`config.mk`:
```
export PLATFORM = sky130hd
export DESIGN_NAME = instr_fetch
export DESIGN_NICKNAME = d
export VERILOG_FILES = /design/src/rtl/fetch_pkg.sv /design/src/rtl/fetch_fifo.sv /design/src/rtl/instr_fetch.sv
export SDC_FILE = /design/constraint.sdc
export NUM_CORES = 1
export LEC_CHECK = 0
export ABC_CLOCK_PERIOD_IN_PS = 2900
export BUFFER_PORTS_ARGS = -buffer_cell sky130_fd_sc_hd__buf_4
export CAP_MARGIN = 15
export CORE_ASPECT_RATIO = 0.5
export CORE_MARGIN = 1.5
export CORE_UTILIZATION = 34
export CTS_BUF_LIST = sky130_fd_sc_hd__clkbuf_8 sky130_fd_sc_hd__clkbuf_16
export DETAILED_ROUTE_END_ITERATION = 8
export GPL_TIMING_DRIVEN = 0
export SYNTH_ARGS = -nofsm -noshare
export SYNTH_HDL_FRONTEND = slang
export SYNTH_SLANG_ARGS = --single-unit
```
`constraint.sdc`:
```
create_clock -name clk -period 2.9 [get_ports clk]
set_clock_uncertainty 0.15 [all_clocks]
set_input_delay 0.29 -clock clk [delete_from_list [all_inputs] [get_ports clk]]
set_output_delay 0.29 -clock clk [all_outputs]
set_load 0.02 [all_outputs]
```
`src/rtl/fetch_pkg.sv`:
```
// fetch_pkg: shared constants and entry type for the instruction fetch stage.
package fetch_pkg;
    localparam int PC_STEP    = 4;
    localparam int ALIGN_BITS = 2;
    typedef struct packed {
        logic [7:0]  pc;
        logic [31:0] instr;
    } fetch_entry_t;
endpackage

```
`src/rtl/fetch_fifo.sv`:
```
// fetch_fifo: small synchronous FIFO holding {pc, instr} fetch entries.
module fetch_fifo #(
    parameter int DEPTH = 2,
    parameter int W     = 40
) (
    input  logic                       clk,
    input  logic                       rst,
    input  logic                       push,
    input  logic                       pop,
    input  logic                       flush,
    input  logic [W-1:0]               din,
    output logic [W-1:0]               dout,
    output logic                       full,
    output logic                       empty,
    output logic [$clog2(DEPTH+1)-1:0] count
);
    localparam int AW = $clog2(DEPTH);
    localparam int CW = $clog2(DEPTH + 1);

    logic [W-1:0]  mem_q [DEPTH];
    logic [W-1:0]  mem_d [DEPTH];
    logic [AW-1:0] rd_q, rd_d, wr_q, wr_d;
    logic [CW-1:0] count_q, count_d;
    logic          do_push, do_pop;

    function automatic logic [AW-1:0] nxt(input logic [AW-1:0] p);
        return (p == AW'(DEPTH - 1)) ? '0 : p + AW'(1);
    endfunction

    assign dout  = mem_q[rd_q];
    assign full  = count_q == CW'(DEPTH);
    assign empty = count_q == '0;
    assign count = count_q;

    always_comb begin
        do_pop  = pop && !empty;
        do_push = push && (!full || do_pop);
        mem_d   = mem_q;
        rd_d    = rd_q;
        wr_d    = wr_q;
        count_d = count_q;
        // flush wins over any push or pop in the same cycle
        if (flush) begin
            rd_d    = '0;
            wr_d    = '0;
            count_d = '0;
        end else begin
            if (do_push) begin
                mem_d[wr_q] = din;
                wr_d        = nxt(wr_q);
            end
            if (do_pop) rd_d = nxt(rd_q);
            count_d = count_q + CW'(do_push) - CW'(do_pop);
        end
    end

    always_ff @(posedge clk or negedge rst) begin
        if (!rst) begin
            mem_q   <= '{default: '0};
            rd_q    <= '0;
            wr_q    <= '0;
            count_q <= '0;
        end else begin
            mem_q   <= mem_d;
            rd_q    <= rd_d;
            wr_q    <= wr_d;
            count_q <= count_d;
        end
    end
endmodule

```
`src/rtl/instr_fetch.sv`:
```
// instr_fetch: fetch PC, imem request issue, prefetch buffering and redirect squash.
module instr_fetch
    import fetch_pkg::*;
#(
    parameter int                  PC_WIDTH    = 8,
    parameter int                  INSTR_WIDTH = 32,
    parameter int                  FIFO_DEPTH  = 2,
    parameter logic [PC_WIDTH-1:0] RESET_PC    = '0
) (
    input  logic                   clk,
    input  logic                   rst,
    output logic                   imem_req,
    output logic [PC_WIDTH-1:0]    imem_addr,
    input  logic [INSTR_WIDTH-1:0] imem_rdata,
    input  logic                   redirect_valid,
    input  logic [PC_WIDTH-1:0]    redirect_pc,
    output logic                   instr_valid,
    output logic [INSTR_WIDTH-1:0] instr,
    output logic [PC_WIDTH-1:0]    instr_pc,
    input  logic                   instr_ready,
    output logic [PC_WIDTH-1:0]    pc
);
    localparam int CW = $clog2(FIFO_DEPTH + 1);
    localparam int EW = PC_WIDTH + INSTR_WIDTH;

    logic [PC_WIDTH-1:0] fpc_q, fpc_d, infl_pc_q, infl_pc_d;
    logic                infl_q, infl_d;
    logic                push, pop, fifo_full, fifo_empty;
    logic [CW-1:0]       count;
    logic [EW-1:0]       head;

    assign instr_valid       = !fifo_empty;
    assign pop               = instr_valid && instr_ready;
    assign push              = infl_q && !redirect_valid;
    assign {instr_pc, instr} = head;
    assign imem_addr         = fpc_q;
    assign pc                = fpc_q;

    always_comb begin
        // buffered plus in-flight words never exceed the FIFO, so a push always has room
        imem_req  = rst && !redirect_valid &&
                    ((!fifo_full && (int'(count) + int'(infl_q) < FIFO_DEPTH)) || pop);
        infl_d    = imem_req;
        infl_pc_d = infl_pc_q;
        fpc_d     = fpc_q;
        if (redirect_valid) begin
            fpc_d = {redirect_pc[PC_WIDTH-1:ALIGN_BITS], {ALIGN_BITS{1'b0}}};
        end else if (imem_req) begin
            fpc_d     = fpc_q + PC_WIDTH'(PC_STEP);
            infl_pc_d = fpc_q;
        end
    end

    always_ff @(posedge clk or negedge rst) begin
        if (!rst) begin
            fpc_q     <= RESET_PC;
            infl_q    <= 1'b0;
            infl_pc_q <= '0;
        end else begin
            fpc_q     <= fpc_d;
            infl_q    <= infl_d;
            infl_pc_q <= infl_pc_d;
        end
    end

    fetch_fifo #(.DEPTH(FIFO_DEPTH), .W(EW)) u_fifo (
        .clk   (clk),
        .rst   (rst),
        .push  (push),
        .pop   (pop),
        .flush (redirect_valid),
        .din   ({infl_pc_q, imem_rdata}),
        .dout  (head),
        .full  (fifo_full),
        .empty (fifo_empty),
        .count (count)
    );
endmodule

```
==> results.yml, run 1 <==
synth:
  synth_mux_area_share_pct: 34.6
  synth_top_family_by_area: "multiplexers"
  async_reset_ff_share_pct: 100
  ys_seq_area_share_pct: 53.9
  netlist_instances: 289
  syn_avg_cell_area_um2: 14.9
  synthFlopType: "dfrtp_1"
  synth-seq-cells: 93
  synth_compound_area_share_pct: 1.45
  syn_area_um2: 4320
  yosysUniqueCellTypes: 33
  synthSimpleGateAreaFrac_pct: 3.07
  synthXorXnorAreaFrac_pct: 1.42
  synth_adder_area_share_pct: 0.870
  ys_warn_count: 0
  synth_edf_count: 0
grt:
  grt_first_pass_wirelength_um: 14200
  grt_overflow_total: 0
  grt_max_degree: 66
  grt_antenna_before_repair: 0
  grtUsageTotal_pct: 14.0
  grt_pass1_vias: 2681
clock_network:
  cts.path.max_buffers: 2
  cts_resized: 0
  clk_pin_slew_ps: 60
  numCtsBuffers: 9
  cts_tree: "done"
  h-tree-depth: 3
  clk_latency_ps: 340
  cts_root_buf: "clkbuf_16"
  clock-sinks: 93
drt:
  viasPerCell: 4.53
  dr.first_iter.drc_count: 46
  remaining_drc_errors: 0
  dr.pass1.iters: 4
  wirelength_um: 8750
  ant_nets: 0
  wl_per_cell_um: 15.3
  vias: 2580
cells_and_area:
  fillCellCount: 1112
  area_delta_synth_final_pct: 28.9
  antenna_cells: 0
  multi_input_area_um2: 1810
  register_area_um2: 2330
  num-nets-final: 447
  drive_gt1_share_pct: 61.7
  final_cells: 570
critical_path:
  crit_required_ps: 2460
  crit_path_start_kind: "flip-flop"
  arrival_ps: 2160
  path_class: "reg2out"
  end_kind: "output port"
  worstPathMaxFanout: 10
sta:
  worst_pin_slew_ps: 734
  setup-violations-final: 0
  rsz0062_at_grt: "no"
  timing.fmax_mhz: 384
  relSlewSlack_pct: 51.1
  drv_slew: 0
  setup_tns_ps: 0
  finalHoldViolations: 0
  finalCritPeriodShare_pct: 89.7
  min_period_ps: 2600
die:
  die_w_um: 162
  start_util_pct: 35.7
  num_rows: 28
  fp.dieH_um: 82.7
  dieArea_um2: 13400
  core_area_um2: 12100
  num_io_pins: 102
placement:
  dp_hpwl_um: 6110
  post-place-cells: 552
  io_buffers: 92
  gp_congestion: 0.683
pwr:
  power_per_cell_area_nw_per_um2: 1010
  ir_drop_mv: 0.300
  cellLeakagePower_uw: 0.00269
  power_uw: 5620
outcome:
  status: "finished, final reports clean"
flow_run:
  drv_cap: 0
worst_hold_path:
  hp-class: "in2reg"
==> path summary, 6_finish.rpt <==
| kind | start | endpoint | slack [ps] | cells after the start |
|---|---|---|---|---|
| setup reg to reg | u_fifo.count[1] | u_fifo.mem_q[43] | 850 | 6 |
| max in group asynchronous | rst | u_fifo.mem_q[59] | 1950 | 3 |
| hold / removal | redirect_pc[6] | imem_addr[6] | 10 | 3 |
| hold reg to reg | u_fifo.mem_q[41] | u_fifo.mem_q[41] | 350 | 1 |
| setup / recovery | u_fifo.rd_q | instr[11] | 300 | 4 |
| min in group asynchronous | rst | u_fifo.mem_q[74] | 330 | 3 |
==> through the flow <==
| step | area (µm²) | setup slack (ps) | utilization (%) | hold slack [ps] |
|---|---|---|---|---|
| detailed placement | 5260 | 528 | 43.5 | 125 |
| floorplan | 4340 | 1020 | - | -156 |
| global placement | 5230 | 153 | 43.3 | 332 |
| CTS | 5560 | 222 | 46.0 | 4.44 |
| finish | 5560 | 298 | 46.0 | 14.1 |
| global route | 5560 | 147 | 46.0 | 14.5 |
==> report_power, final <==
| group | switching [µW] | leakage (µW) | internal [µW] | total, µW |
|---|---|---|---|---|
| Clock | 461 | 0.000151 | 614 | 1080 |
| Sequential | 297 | 0.00114 | 1860 | 2150 |
| Combinational | 1040 | 0.00139 | 1350 | 2390 |
==> sequential cells by signal (all words and copies together), names as in the netlist <==
name	cells
imem_addr	6
infl_pc_q	6
infl_q	1
u_fifo.count	2
u_fifo.mem_q	76
u_fifo.rd_q	1
u_fifo.wr_q	1
==> worst max-delay path: stages (launching register included) <==
cell     delay (ps)
dfrtp_1         350
buf_2           290
buf_1           600
mux2_2          420
buf_4           160
==> layer usage <==
layer	GRT usage, %	routed length, µm	up-vias
li1	-	-	1220
met1	19.1	4310	1304
met2	22.4	4010	47
met3	3.75	344	9
met4	3.85	85	0
met5	0	0	-
==> cell type report <==
type,instances,share of cell area [%]
Tap cell,165,3.71
Clock buffer,11,4.54
Clock inverter,5,0.360
Buffer,27,3.37
Sequential cell,93,41.8
Timing Repair Buffer,95,13.5
Multi-Input combinational cell,171,32.5
Inverter,3,0.202
==> cell families after synthesis <==
| logic type | count (synthesis) |
|---|---|
| other | 1 |
| xor gates and xnor gates | 7 |
| AOI/OAI and AO/OA | 11 |
| adders and majority gates | 3 |
| buffers and inverters | 30 |
| muxes | 123 |
| DFF | 93 |
| and+or+nand+nor | 21 |
==> layout by cell type, fill, tap and decap left out, types with 2 or more instances in the layout <==
master     instances
clkbuf_16          9
nor2_1             2
mux2_4            29
and4_1             2
nand2_1            7
xor2_1             5
clkbuf_8           2
inv_1              7
buf_2              6
dfrtp_1           93
xnor2_1            2
conb_1             6
nor2b_1            2
mux2_2            89
buf_6              4
o21ai_0            6
mux2_1             4
ha_1               3
clkbuf_1           3
buf_4            105
==> timing repair <==
item / 4_1_cts / 5_1_grt
buffers inserted: 0 / 0
setup endpoints to repair: 0 / 0
endpoints found under the hold margin: 32 / 0
hold buffers: 2 / 0
==> cells in the mapped netlist, types with 2 or more instances <==
library cell	instances	area (µm²)
dfrtp_1	93	2330
mux2_2	89	1000
mux2_4	29	435
buf_4	13	97.6
nand2_1	7	26.3
buf_2	6	30.0
o21ai_0	6	30.0
xor2_1	5	43.8
buf_6	4	45.0
mux2_1	4	45.0
clkbuf_1	3	11.3
ha_1	3	37.5
inv_1	3	11.3
and4_1	2	17.5
nor2_1	2	7.51
nor2b_1	2	12.5
xnor2_1	2	17.5
No activity file was read; power rests on OpenSTA's default activity.
==> inputs of run 2 (changes only) <==
--- a/config.mk
+++ b/config.mk
@@ -5,7 +5,7 @@
 export SDC_FILE = /design/constraint.sdc
 export NUM_CORES = 1
 export LEC_CHECK = 0
-export ABC_CLOCK_PERIOD_IN_PS = 2900
+export ABC_CLOCK_PERIOD_IN_PS = 3300
 export BUFFER_PORTS_ARGS = -buffer_cell sky130_fd_sc_hd__buf_4
 export CAP_MARGIN = 15
 export CORE_ASPECT_RATIO = 0.5
==> constraint.sdc (replaced) <==
create_clock -name clk -period 3.3 [get_ports clk]
set_clock_uncertainty 0.15 [all_clocks]
set_input_delay 0.33 -clock clk [delete_from_list [all_inputs] [get_ports clk]]
set_output_delay 0.33 -clock clk [all_outputs]
set_load 0.02 [all_outputs]
==> run 2 against run 1 <==
Effect of this change: routed wire length hardly changed; flip-flop and latch count stayed put; register-to-register slack gained 400 ps; hold slack better by 40 ps; power down 12%; sequential power down 12%; utilization down 0.17 points.
==> results.yml, run 2 (same netlist as run 1, synthesis figures left out) <==
pwr:
  cellLeakagePower_uw: 0.00268
  power_per_cell_area_nw_per_um2: 890
  ir_drop_mv: 0.263
clock_network:
  numCtsBuffers: 9
  cts.path.max_buffers: 2
  clk_pin_slew_ps: 60
  cts_resized: 0
  h-tree-depth: 3
  clk_latency_ps: 340
  cts_tree: "done"
  cts_root_buf: "clkbuf_16"
  cts_setup_buffers: 0
  clock-sinks: 93
critical_path:
  cpMaxStageDelayCell: "dlygate4sd3_1"
  cp_common_cell: "buf_4"
  regToRegSetupSlack_ps: 1250
  r2r_end: "u_fifo.mem_q[43]"
  critPathMaxStageDelay_ps: 530
  crit_buf_inv: 6
  path_class: "in2out"
  crit_path_start_kind: "primary input"
  r2r-start: "u_fifo.count[1]"
  crit_required_ps: 2820
  crit_chain: "dlygate4sd3_1, buf_4, buf_16, o21ai_1, or2_1, buf_2, inv_1, buf_4"
  rr_worst_depth: 6
  end_kind: "output port"
  worstPathMaxFanout: 65
  crit_family: "buffers and inverters"
  arrival_ps: 2460
flow_run:
  drv_cap: 0
die:
  num_io_pins: 102
  fp.dieH_um: 82.7
  core_area_um2: 12100
  start_util_pct: 35.7
  num_rows: 28
  die_w_um: 162
  dieArea_um2: 13400
drt:
  viasPerCell: 4.53
  vias: 2577
  wirelength_um: 8740
  dr.pass1.iters: 4
  ant_nets: 0
  dr.first_iter.drc_count: 47
  wl_per_cell_um: 15.4
  remaining_drc_errors: 0
sta:
  fin_ws_ps: 355
  relSlewSlack_pct: 51.3
  worst_pin_slew_ps: 730
  finalCritPeriodShare_pct: 89.2
  finalHoldViolations: 0
  hold_ws_ps: 54.1
  min_period_ps: 2940
  rsz0062_at_grt: "no"
  drv_slew: 0
  setup_tns_ps: 0
  setup-violations-final: 0
  timing.fmax_mhz: 340
cells_and_area:
  num-nets-final: 446
  final_cell_mix: "105 x buf_4, 93 x dfrtp_1, 89 x mux2_2"
  antenna_cells: 0
  stdcell_area_um2: 5540
  area_delta_synth_final_pct: 28.4
  final_cells: 569
  largest_reg_flops: 76
  fillCellCount: 1114
  drive_gt1_share_pct: 61.6
  regMostFlops: "u_fifo.mem_q"
  mostFrequentLayoutCell: "buf_4"
placement:
  dp_hpwl_um: 6110
  post-place-cells: 552
  dp_slack_ps: 848
  placed_cell_area_um2: 5260
  io_buffers: 92
  gp_congestion: 0.683
worst_hold_path:
  hold_start: "redirect_pc[6]"
  hp-class: "in2reg"
  whs_path_depth: 3
  whs_endpoint: "imem_addr[6]"
grt:
  grt_pass1_vias: 2674
  grt_antenna_before_repair: 0
  grt_max_degree: 66
  grt_overflow_total: 0
  grtUsageTotal_pct: 14.0
  grt_first_pass_wirelength_um: 14200
outcome:
  status: "finished, final reports clean"
-- run 2: changes by cell type in the layout (fill, tap and decap cells not counted) --
| cell | previous run | this run |
|---|---|---|
| buf_12 | 1 | 0 |
-- run 2: layer usage --
| layer | vias up | part of all wire [%] | track usage (%) |
|---|---|---|---|
| met4 | 0 | 0.97 | 3.85 |
| met2 | 47 | 46 | 22.3 |
| met5 | - | 0 | 0 |
| met1 | 1305 | 49 | 19.1 |
| met3 | 9 | 3.9 | 3.75 |
| li1 | 1216 | - | - |
-- run 2: how the worst max path moves through the flow --
stage                            to            start  cells after the start  slack, ps
global route               imem_req              rst                      8        130
CTS                        imem_req              rst                      8        300
floorplan           u_fifo.count[1]  u_fifo.count[0]                      7       1420
global placement           imem_req              rst                      6        470
finish                     imem_req              rst                      8        360
detailed placement         imem_req              rst                      7        850
-- run 2: repair_timing --
| action | CTS | global route |
|---|---|---|
| endpoints found under the setup margin | 0 | 0 |
| hold endpoints to repair | 32 | 0 |
| hold buffers | 1 | 0 |
-- run 2: area by class of cell --
class | instances | area (µm²) | share of cell area (%)
sequential | 93 | 2330 | 42.0
multi-input combinational | 171 | 1810 | 32.6
timing repair buffer | 94 | 728 | 13.1
clock buffer | 11 | 253 | 4.56
tap | 165 | 206 | 3.72
buffer | 27 | 188 | 3.39
clock inverter | 5 | 20.0 | 0.361
inverter | 3 | 11.3 | 0.203
-- run 2: worst reg2reg max path: stages (launching register included) --
cell	delay, ps
dfrtp_1	420
nor3b_2	190
nor3b_4	260
and2b_1	230
buf_6	180
buf_6	200
mux2_4	320
-- run 2: power by group --
part / internal, µW / leakage, µW / total, µW / switching (µW)
Sequential: 1630 / 0.00114 / 1890 / 261
Combinational: 1180 / 0.00138 / 2100 / 915
Clock: 540 / 0.000151 / 945 / 405
Total: 3350 / 0.00268 / 4930 / 1580
-- run 2: through the flow --
step | power, µW | util (%)
floorplan | 3260 | -
global placement | 4000 | 43.3
detailed placement | 4030 | 43.5
CTS | 5010 | 45.9
global route | 5260 | 45.9
finish | 4930 | 45.9
